$ cat src/rtl/hack_cpu_mc.sv
// Multi-cycle Hack-style A/D CPU with request/acknowledge instruction and data ports.
// Latency: 2 cycles for A/C, 3 for a single M access, 4 for read-modify-write; each wait state adds one cycle.
// Backpressure: requests are held level-stable until ack; a missing ack stalls the FSM in place.
module hack_cpu_mc #(
  parameter int DW = 16,
  parameter int AW = 15
) (
  input  logic          clk,
  input  logic          reset,
  output logic          imem_req,
  output logic [AW-1:0] imem_addr,
  input  logic [DW-1:0] imem_rdata,
  input  logic          imem_ack,
  output logic          dmem_re,
  output logic          dmem_we,
  output logic [AW-1:0] dmem_addr,
  output logic [DW-1:0] dmem_wdata,
  input  logic [DW-1:0] dmem_rdata,
  input  logic          dmem_ack,
  output logic [AW-1:0] pc,
  output logic          retire,
  output logic          halted
);

  localparam logic [2:0] FETCH  = 3'd0;
  localparam logic [2:0] EXEC   = 3'd1;
  localparam logic [2:0] MREAD  = 3'd2;
  localparam logic [2:0] MWRITE = 3'd3;
  localparam logic [2:0] HALT   = 3'd4;

  logic [2:0]    state;
  logic [2:0]    nextState;
  logic [DW-1:0] aReg;
  logic [DW-1:0] dReg;
  logic [AW-1:0] pcReg;
  logic [DW-1:0] irReg;
  logic [DW-1:0] mdrReg;
  logic [DW-1:0] alurReg;
  logic          prevA;
  logic          haltedReg;

  logic [DW-1:0] aluX;
  logic [DW-1:0] aluY;
  logic [DW-1:0] aluOut;
  logic          zr;
  logic          ng;
  logic          isA;
  logic          commit;
  logic          loadAlur;
  logic          jumpTaken;
  logic          haltNow;

  assign isA = ~irReg[DW-1];

  // ALU; during the MREAD ack cycle the operand comes straight from the bus so the
  // freshly read word is used in the same edge that captures it into MDR.
  always_comb begin
    aluX = dReg;
    aluY = (state == MREAD) ? dmem_rdata : (irReg[12] ? mdrReg : aReg);
    if (irReg[11]) aluX = '0;
    if (irReg[10]) aluX = ~aluX;
    if (irReg[9])  aluY = '0;
    if (irReg[8])  aluY = ~aluY;
    aluOut = irReg[7] ? (aluX + aluY) : (aluX & aluY);
    if (irReg[6])  aluOut = ~aluOut;
  end

  assign zr = (aluOut == '0);
  assign ng = aluOut[DW-1];
  assign jumpTaken = ~isA & ((irReg[2] & ng) | (irReg[1] & zr) | (irReg[0] & ~ng & ~zr));
  // Self-loop "@L / 0;JMP" where L is the address of the @L itself.
  assign haltNow = ~isA & (irReg[2:0] == 3'b111) & prevA &
                   (aReg == {{(DW-AW){1'b0}}, pcReg - AW'(1)});

  // Next-state and commit decision.
  always_comb begin
    nextState = state;
    commit    = 1'b0;
    loadAlur  = 1'b0;
    case (state)
      FETCH:  if (imem_ack) nextState = EXEC;
      EXEC: begin
        if (isA)            commit = 1'b1;
        else if (irReg[12]) nextState = MREAD;
        else if (irReg[3]) begin
          loadAlur  = 1'b1;
          nextState = MWRITE;
        end else            commit = 1'b1;
      end
      MREAD: begin
        if (dmem_ack) begin
          if (irReg[3]) begin
            loadAlur  = 1'b1;
            nextState = MWRITE;
          end else commit = 1'b1;
        end
      end
      MWRITE: if (dmem_ack) commit = 1'b1;
      HALT:   nextState = HALT;
      default: nextState = FETCH;
    endcase
    if (commit) nextState = haltNow ? HALT : FETCH;
  end

  // Architectural state; A/D/PC only change in the commit edge, using A before the commit.
  always_ff @(posedge clk or negedge reset) begin
    if (!reset) begin
      state     <= FETCH;
      aReg      <= '0;
      dReg      <= '0;
      pcReg     <= '0;
      irReg     <= '0;
      mdrReg    <= '0;
      alurReg   <= '0;
      prevA     <= 1'b0;
      haltedReg <= 1'b0;
    end else begin
      state <= nextState;
      if (state == FETCH && imem_ack) irReg  <= imem_rdata;
      if (state == MREAD && dmem_ack) mdrReg <= dmem_rdata;
      if (loadAlur) alurReg <= aluOut;
      if (commit) begin
        if (isA)           aReg <= {1'b0, irReg[DW-2:0]};
        else if (irReg[5]) aReg <= aluOut;
        if (!isA && irReg[4]) dReg <= aluOut;
        pcReg <= jumpTaken ? aReg[AW-1:0] : pcReg + AW'(1);
        prevA <= isA;
        if (haltNow) haltedReg <= 1'b1;
      end
    end
  end

  assign imem_req   = reset & (state == FETCH);
  assign imem_addr  = pcReg;
  assign dmem_re    = reset & (state == MREAD);
  assign dmem_we    = reset & (state == MWRITE);
  assign dmem_addr  = aReg[AW-1:0];
  assign dmem_wdata = alurReg;
  assign pc         = pcReg;
  assign retire     = commit;
  assign halted     = haltedReg;

endmodule

$ cat config.mk
export PLATFORM = sky130hd
export DESIGN_NAME = hack_cpu_mc
export DESIGN_NICKNAME = d
export VERILOG_FILES = /design/src/rtl/hack_cpu_mc.sv
export SDC_FILE = /design/constraint.sdc
export NUM_CORES = 1
export LEC_CHECK = 0
export ABC_AREA = 1
export BUFFER_PORTS_ARGS = -buffer_cell sky130_fd_sc_hd__buf_2
export CAP_MARGIN = 20
export CORE_ASPECT_RATIO = 1.25
export CORE_MARGIN = 1
export CORE_UTILIZATION = 63
export DETAILED_ROUTE_END_ITERATION = 10
export HOLD_SLACK_MARGIN = 0.12
export PLACE_DENSITY = 0.82
export SYNTH_ARGS = -nofsm -noshare
export SYNTH_HDL_FRONTEND = slang
export SYNTH_SLANG_ARGS = --single-unit
$ cat constraint.sdc
create_clock -name clk -period 11.1 [get_ports clk]
set_clock_uncertainty 0.05 [all_clocks]
set_input_delay 1.11 -clock clk [delete_from_list [all_inputs] [get_ports clk]]
set_output_delay 1.11 -clock clk [all_outputs]
set_load 0.005 [all_outputs]
==> impl_metrics.ini, run 1 <==
[place]
dpl_worst_slack_ns = 6.47
gp_congestion = 0.951
placedInstanceArea_um2 = 7680
portBuffers = 101
dp_hpwl_um = 15400

[setup_path]
r2r_start = state[2]
critPathMaxFanout = 25
r2r_slack_ns = 6.33
crit_required_ns = 11.28
critical_path_class = reg -> reg
r2r_cells = 25
cp.arrival_ns = 4.96
cp-end-kind = flop
r2r-end = imem_addr[4]
start_kind = flop

[clock_tree]
cts_buffer_depth = 2
cts_root_buf = clkbuf_16
htree_levels = 3
worstSkewPairLatency_ns = 0.35
cts_resized = 0
cts_hold_buffers = 0
clkSlewWorstSetupHoldPaths_ns = 0.07
cts_setup_buffers = 0
cts_tree = done
cts_buffers = 9
cts_sinks = 100

[route]
drc_errors = 0
wl_per_cell_um = 16.6
wl_um = 20800
first_pass_iters = 5
viasPerCell = 5.73
vias = 7146
postRouteAntennaNets = 0
first_iter_violations = 602

[timing]
setup_viol = 0
setup_tns_ns = 0
slew_violations = 0
max_freq_ghz = 0.209
period_minus_slack_ns = 4.77
slew_headroom_pct = 34.4
tightest_slew_ns = 0.984
hold_violations = 0
fin_crit_sh_pct = 43.0
rsz0062_at_grt = false
holdWs_ns = 0.416
setup_ws_ns = 6.33

[synth]
syn_inst = 1076
synth_seq_cells = 100
yosysSeqAreaShare_pct = 33.7
synthArstFlopShare_pct = 100
synth_top_flop_cell = dfrtp_1
syn_area_per_cell_um2 = 6.90
netlist.area_leader.share_pct = 33.7
netlist_top_cells_area = dfrtp_1, nand2_1, xor2_1, nand3_1, inv_1
syn-num-nets = 1131
synth-edff-count = 0
yosysTopAreaCell = dfrtp_1
yosys_warnings = 0
synth_commonest_cells = nand2_1, inv_1, nand3_1
syn_area_um2 = 7420
synth.distinct_cells = 36
yosysMostFrequentCell = nand2_1

[global_routing]
grt_overflow = 0
grt_pass1_wl_um = 32800
grt_max_degree = 53
grt_usage_pct = 35.3
first_global_vias = 6443
antenna_found_initial = 0

[die]
start_util_pct = 65.7
die_w_um = 99.1
num_io_pins = 102
row_count = 43
die_y_um = 123
coreArea_um2 = 11300
dieArea_um2 = 12200

[power_and_ir_drop]
total_power_mw = 0.727
p_leak_nw = 4.01
irDropWorstVdd_v = 0.0000708
cellPowerDensity_nw_per_um2 = 90.9

[run]
drv_cap = 0

[worst_hold_path]
hold_end = halted
worstHoldStart = halted
hold_path_depth = 2
worstHoldPathType = reg -> reg

[final_layout]
fin_area_um2 = 7990
final_layout_size_suffix_gt1_share_pct = 13.5
area_delta_synth_final_pct = 7.72
fin_nets = 1165
antenna_cells = 0

[run_status]
status = completed
[through the flow]
step                      cells  util (%)
after detailed placement   1234      68.0
after global placement     1234      68.0
after global routing       1248      70.8
final                      1248      70.8
after CTS                  1248      70.8
after floorplan            1076         -
[where the power goes]
group | switching [mW] | internal [mW]
logic | 0.0124 | 0.00597
registers | 0.00160 | 0.367
clock network | 0.138 | 0.202
[critical path: stages, from the launching register on]
cell	delay, ns
dfrtp_1	0.42
nor2_1	0.22
nand2_1	0.50
inv_1	0.47
a21oi_1	0.10
o21ai_0	0.14
xor2_1	0.22
ha_1	0.31
nand2_1	0.15
inv_1	0.07
a21oi_1	0.19
nand2_1	0.11
nand2_1	0.08
nand3_1	0.09
nand2_1	0.10
nand2_1	0.05
nand2_1	0.19
nand2_1	0.08
nor3_1	0.25
nand3_1	0.14
nand2_2	0.09
nand3_4	0.19
nand2_4	0.23
nand2_1	0.09
nand3_1	0.07
nand2_1	0.05
[state kept, by name, summed over array words and instances (netlist names)]
signal      flops
aReg           16
dReg           16
dmem_wdata     16
irReg          16
mdrReg         16
imem_addr      15
state           3
halted          1
prevA           1
[cells by family (layout without fill, tap and decap cells)]
group	count (synthesis)	count (layout)	share of synthesized area, %
compound gates	153	153	11.7
xor+xnor	67	67	7.91
fa+ha+maj	19	19	3.30
buf+inv	208	245	12.4
flops	100	100	33.7
mux	5	5	0.759
simple gates	524	524	30.2
[layer usage]
metal / global-route usage (%) / wire length [µm]
met1: 43.2 / 8300
met2: 60.2 / 10100
met3: 5.03 / 1300
met4: 19.9 / 1080
met5: 0 / 0
[area by class of cell]
cell class / instances / area (µm²)
multi-input cells: 768 / 4000
fillers: 1001 / 3300
flip-flops and latches: 100 / 2500
repair buffers: 106 / 546
inverters: 125 / 469
clock buffers: 10 / 239
well taps: 135 / 169
clock inverters: 4 / 73.8
[worst max-delay path by stage]
| stage | from | end |
|---|---|---|
| 4_1_cts | state[2] | imem_addr[4] |
| 2_1_floorplan | dmem_rdata[0] | imem_addr[10] |
| 5_1_grt | state[2] | imem_addr[6] |
| 3_5_place_dp | state[2] | imem_addr[4] |
| 3_3_place_gp | state[1] | imem_addr[2] |
| 6_report | state[2] | imem_addr[4] |
[placed cells by master, fill, tap and decap left out, drive strengths merged, types with 3 or more instances in the layout]
| cell | count |
|---|---|
| a21oi | 31 |
| ha | 18 |
| xnor2 | 5 |
| mux2 | 5 |
| clkinv | 3 |
| o21ai | 82 |
| nand4 | 12 |
| nor4 | 4 |
| nor3 | 9 |
| clkbuf | 10 |
| inv | 124 |
| or2 | 4 |
| nand3b | 3 |
| nand3 | 104 |
| nand2 | 336 |
| o22ai | 4 |
| xor2 | 62 |
| o211ai | 31 |
| nor2 | 49 |
| buf | 106 |
| and2 | 3 |
| dfrtp | 100 |
Power figures use the tool's default switching activity.
==> inputs of run 2 (changes only) <==
==> config.mk (replaced) <==
export PLATFORM = sky130hd
export DESIGN_NAME = hack_cpu_mc
export DESIGN_NICKNAME = d
export VERILOG_FILES = /design/src/rtl/hack_cpu_mc.sv
export SDC_FILE = /design/constraint.sdc
export NUM_CORES = 1
export LEC_CHECK = 0
export ABC_AREA = 0
export BUFFER_PORTS_ARGS = -buffer_cell sky130_fd_sc_hd__buf_2
export CAP_MARGIN = 20
export CORE_ASPECT_RATIO = 1.25
export CORE_MARGIN = 1
export CORE_UTILIZATION = 58
export DETAILED_ROUTE_END_ITERATION = 10
export HOLD_SLACK_MARGIN = 0.12
export PLACE_DENSITY = 0.77
export SYNTH_ARGS = -nofsm -noshare
export SYNTH_HDL_FRONTEND = slang
export SYNTH_SLANG_ARGS = --single-unit
==> constraint.sdc (replaced) <==
create_clock -name clk -period 5 [get_ports clk]
set_clock_uncertainty 0.05 [all_clocks]
set_input_delay 0.5 -clock clk [delete_from_list [all_inputs] [get_ports clk]]
set_output_delay 0.5 -clock clk [all_outputs]
set_load 0.005 [all_outputs]
==> impl_metrics.ini, run 2 <==
[run_status]
status = completed

[setup_path]
cp-end-kind = flop
r2r-end = imem_addr[9]
cp.arrival_ns = 5.02
r2r_start = state[0]
r2r_slack_ns = 0.16
start_kind = flop
r2r_cells = 20
critPathMaxFanout = 30
critical_path_class = reg -> reg
crit_required_ns = 5.18

[final_layout]
layout_commonest_cell = buf_2
area_delta_synth_final_pct = 12.7
antenna_cells = 0
final_layout_size_suffix_gt1_share_pct = 22.6
nFillCells = 950
fin_nets = 911
mostFrequentLayoutCells = buf_2, dfrtp_1, nand2_1

[die]
start_util_pct = 59.8
row_count = 44
die_w_um = 100
num_io_pins = 102
dieArea_um2 = 12500
die_y_um = 125
coreArea_um2 = 11700

[synth]
synth-edff-count = 0
yosys_warnings = 0
synth_seq_cells = 100
yosysTopAreaCell = dfrtp_1
synth_top_flop_cell = dfrtp_1
synthArstFlopShare_pct = 100
synth_commonest_cells = dfrtp_1, nand2_1, o21ai_0
synth.distinct_cells = 61
yosysSeqAreaShare_pct = 35.7
netlist.area_leader.share_pct = 35.7
syn_area_per_cell_um2 = 8.78
netlist_top_cells_area = dfrtp_1, xnor2_1, mux2_2, mux2i_1, o21ai_0
syn_inst = 799
syn_area_um2 = 7020
syn-num-nets = 854
yosysMostFrequentCell = dfrtp_1

[global_routing]
grt_pass1_wl_um = 29400
grt_overflow = 0
grt_usage_pct = 29.8
grt_max_degree = 73
first_global_vias = 5809
antenna_found_initial = 0

[worst_hold_path]
hold_end = irReg[6]
worstHoldPathType = in -> reg
worstHoldStart = imem_rdata[6]
hold_path_depth = 3

[route]
drc_errors = 0
vias = 6126
first_iter_violations = 373
viasPerCell = 6.00
postRouteAntennaNets = 0
wl_per_cell_um = 17.8
first_pass_iters = 5
wl_um = 18200

[clock_tree]
cts_sinks = 100
worstSkewPairLatency_ns = 0.35
htree_levels = 3
cts_root_buf = clkbuf_16
clkSlewWorstSetupHoldPaths_ns = 0.07
cts_tree = done
cts_buffer_depth = 2
cts_buffers = 9

[timing]
setup_tns_ns = 0
setup_viol = 0
fin_crit_sh_pct = 96.8
max_freq_ghz = 0.207
slew_violations = 0
hold_violations = 0
period_minus_slack_ns = 4.84
tightest_slew_ns = 1.01
rsz0062_at_grt = false
slew_headroom_pct = 32.3

[run]
drv_cap = 0

[place]
dp_hpwl_um = 13100
portBuffers = 101
gp_congestion = 1.01
[run 2: cell types whose count changed in the layout (fill, tap and decap cells not counted), sizes merged, moves of 36 or more]
cell / previous run / this run
xor2: 62 / 26
mux2i: 0 / 37
inv: 124 / 22
xnor2: 5 / 47
nand2: 336 / 90
nand3: 104 / 16
[run 2: worst max path at each step]
stage / depth (start not counted) / start / slack, ns / to
2_1_floorplan: 19 / state[1] / 0.27 / imem_addr[10]
3_3_place_gp: 20 / state[0] / 0.29 / imem_addr[12]
3_5_place_dp: 20 / state[0] / 0.15 / imem_addr[9]
4_1_cts: 19 / state[0] / 0.06 / imem_addr[9]
5_1_grt: 20 / state[0] / 0.01 / imem_addr[9]
6_report: 20 / state[0] / 0.16 / imem_addr[9]
[run 2: kinds of logic after synthesis]
group / synth area share (%)
AND/OR/NAND/NOR: 17.7
flip-flops: 35.7
AO/OA/AOI/OAI: 16.2
XOR/XNOR: 9.11
multiplexers: 10.6
adder cells (fa/ha/maj): 3.49
buffers and inverters: 7.33
[run 2: critical path: stages (launching register included)]
cell and delay, ns:
dfrtp_1 0.39, inv_2 0.10, nand3b_1 0.08, buf_4 0.17
nor2_1 0.12, a211oi_2 0.07, xor2_1 0.15, ha_1 0.25
fa_2 0.39, a211o_1 0.33, a211oi_4 0.34, mux2i_1 0.22
nand4_1 0.15, xnor2_2 0.18, nand4_1 0.21, nor4b_2 0.34
a31oi_1 0.12, o311a_1 0.43, buf_12 0.19, and3_1 0.18
a211o_1 0.24
[run 2: layer usage]
metal / share of wire [%] / track usage, % / vias up
li1: - / - / 2881
met1: 42 / 39.8 / 2984
met2: 50 / 49.2 / 225
met3: 5.2 / 4.08 / 36
met4: 2.8 / 10.7 / 0
met5: 0 / 0 / -
[run 2: final cells by class]
cell class	instances	area [µm²]	share of cell area, %
clock inverter	4	73.8	0.933
inverter	22	82.6	1.04
multi-input combinational	596	4070	51.5
sequential	100	2500	31.7
timing repair buffer	127	734	9.29
clock buffer	11	243	3.07
tap	161	201	2.55
[run 2: stage by stage]
step / hold WS [ns] / util (%) / cells / cell area (µm²) / setup WS, ns
2_1_floorplan: 0.154 / - / 799 / 7020 / 0.269
3_3_place_gp: 0.400 / 63.9 / 1004 / 7490 / 0.290
3_5_place_dp: 0.400 / 63.9 / 1004 / 7490 / 0.148
4_1_cts: 0.303 / 66.7 / 1020 / 7820 / 0.0638
5_1_grt: 0.329 / 67.4 / 1021 / 7910 / 0.00959
6_report: 0.312 / 67.4 / 1021 / 7910 / 0.159
[run 2: repair_timing]
action / 4_1_cts / 5_1_grt
hold buffers: 1 / 0
endpoints found under the hold margin: 28 / 0
resized for setup: 0 / 18
setup buffers: 0 / 1
endpoints found under the setup margin: 0 / 15
Power of run 2 is not shown: default switching activity piles up to over one toggle a cycle in this logic, so the estimate is an artifact.
==> inputs of run 3 (changes only) <==
--- a/config.mk
+++ b/config.mk
@@ -6,12 +6,12 @@
 export NUM_CORES = 1
 export LEC_CHECK = 0
 export ABC_AREA = 0
-export BUFFER_PORTS_ARGS = -buffer_cell sky130_fd_sc_hd__buf_2
 export CAP_MARGIN = 20
 export CORE_ASPECT_RATIO = 1.25
 export CORE_MARGIN = 1
-export CORE_UTILIZATION = 58
+export CORE_UTILIZATION = 65
 export DETAILED_ROUTE_END_ITERATION = 10
+export DONT_BUFFER_PORTS = 1
 export HOLD_SLACK_MARGIN = 0.12
 export PLACE_DENSITY = 0.77
 export SYNTH_ARGS = -nofsm -noshare
==> impl_metrics.ini, run 3 (synthesis results as in run 2) <==
[clock_tree]
clkSlewWorstSetupHoldPaths_ns = 0.07
cts_tree = done
cts_buffers = 9
cts_buffer_depth = 2
worstSkewPairLatency_ns = 0.35
cts_sinks = 100
htree_levels = 3
cts_root_buf = clkbuf_16

[setup_path]
crit_required_ns = 5.19
r2r_slack_ns = 0.23
r2r_start = state[0]
cp.arrival_ns = 4.95
r2r-end = imem_addr[11]
r2r_cells = 18
critical_path_class = reg -> reg
start_kind = flop
cp-end-kind = flop
critPathMaxFanout = 30

[die]
die_y_um = 118
row_count = 42
dieArea_um2 = 11200
num_io_pins = 102
coreArea_um2 = 10600
die_w_um = 94.9
start_util_pct = 66.4

[timing]
slew_violations = 0
tightest_slew_ns = 1.12
slew_headroom_pct = 25.5
hold_violations = 0
max_freq_ghz = 0.210
period_minus_slack_ns = 4.77
fin_crit_sh_pct = 95.3
setup_viol = 0

[final_layout]
mostFrequentLayoutCells = dfrtp_1, nand2_1, o21ai_0
final_layout_size_suffix_gt1_share_pct = 15.4
antenna_cells = 0
fin_nets = 817
final_cell_count_no_fill = 899
nFillCells = 805
layout_commonest_cell = dfrtp_1
area_delta_synth_final_pct = 7.20

[run_status]
status = completed

[global_routing]
antenna_found_initial = 1
grt_max_degree = 101
grt_usage_pct = 32.6
grt_pass1_wl_um = 27800
first_global_vias = 5613
grt_overflow = 0

[route]
first_iter_violations = 279
drc_errors = 0
viasPerCell = 6.29
first_pass_iters = 8
wl_um = 17400
wl_per_cell_um = 19.3
vias = 5655
postRouteAntennaNets = 0

[worst_hold_path]
hold_path_depth = 2
worstHoldStart = imem_rdata[6]
worstHoldPathType = in -> reg
hold_end = irReg[6]

[run]
drv_cap = 0

[place]
gp_congestion = 0.948
place_inst = 876
dp_hpwl_um = 12500
portBuffers = 0
-- run 3: cell count changes in the layout (fill, tap and decap cells not counted), moves of 3 or more --
cell,change
buf_2,-100
a21oi_2,+5
a211oi_4,+3
a21oi_1,-5
inv_6,+3
buf_4,+3
a211oi_2,-3
-- run 3: worst max path at each step --
stage	from	end	slack, ns	depth (start not counted)
4_1_cts	state[0]	imem_addr[11]	0.15	18
3_3_place_gp	state[0]	imem_addr[12]	0.30	18
5_1_grt	state[0]	imem_addr[9]	-0.04	19
2_1_floorplan	state[1]	imem_addr[10]	0.27	19
3_5_place_dp	state[0]	imem_addr[11]	0.14	18
6_report	state[0]	imem_addr[11]	0.23	18
-- run 3: area by class of cell --
cell class	count	area, µm²	share of cell area (%)
repair buffers	33	302	4.01
multi-input cells	596	4190	55.6
clock buffers	11	243	3.23
flip-flops and latches	100	2500	33.3
well taps	132	165	2.20
inverters	22	82.6	1.10
clock inverters	5	42.5	0.565
-- run 3: repair_timing --
| item | in CTS | in global routing |
|---|---|---|
| setup buffers | 0 | 3 |
| endpoints found under the setup margin | 0 | 15 |
| endpoints found under the hold margin | 100 | 0 |
| hold buffers | 2 | 0 |
| resized for setup | 0 | 41 |
-- run 3: worst max-delay path, stage by stage, from the launching register on --
cell	delay [ns]
dfrtp_1	0.39
inv_2	0.10
nand3b_1	0.22
buf_6	0.22
a211oi_4	0.25
xor2_2	0.13
fa_2	0.39
a211o_1	0.35
a211oi_4	0.35
o31ai_4	0.16
a21oi_2	0.19
mux2i_2	0.28
xnor2_2	0.14
and3_4	0.25
and4_1	0.19
o311a_1	0.40
buf_12	0.18
and3_1	0.18
a211o_1	0.22
-- run 3: stage by stage --
step	hold slack [ns]	area, µm²	util (%)	setup WS, ns	TNS [ns]
floorplan	0.154	7020	-	0.269	0
global placement	0.157	6970	65.9	0.299	0
detailed placement	0.157	6970	65.9	0.143	0
CTS	0.210	7290	69.0	0.150	0
global route	0.236	7520	71.2	-0.0352	-0.138
finish	0.220	7520	71.2	0.233	0
-- run 3: layer usage --
metal,global-route usage (%),share of wire (%),vias to the layer above
met5,0,0.075,-
li1,-,-,2695
met4,13.9,3.2,2
met1,41.3,42,2721
met2,54.4,49,199
met3,5.02,5.6,38
Power of run 3 is left out for the same reason.
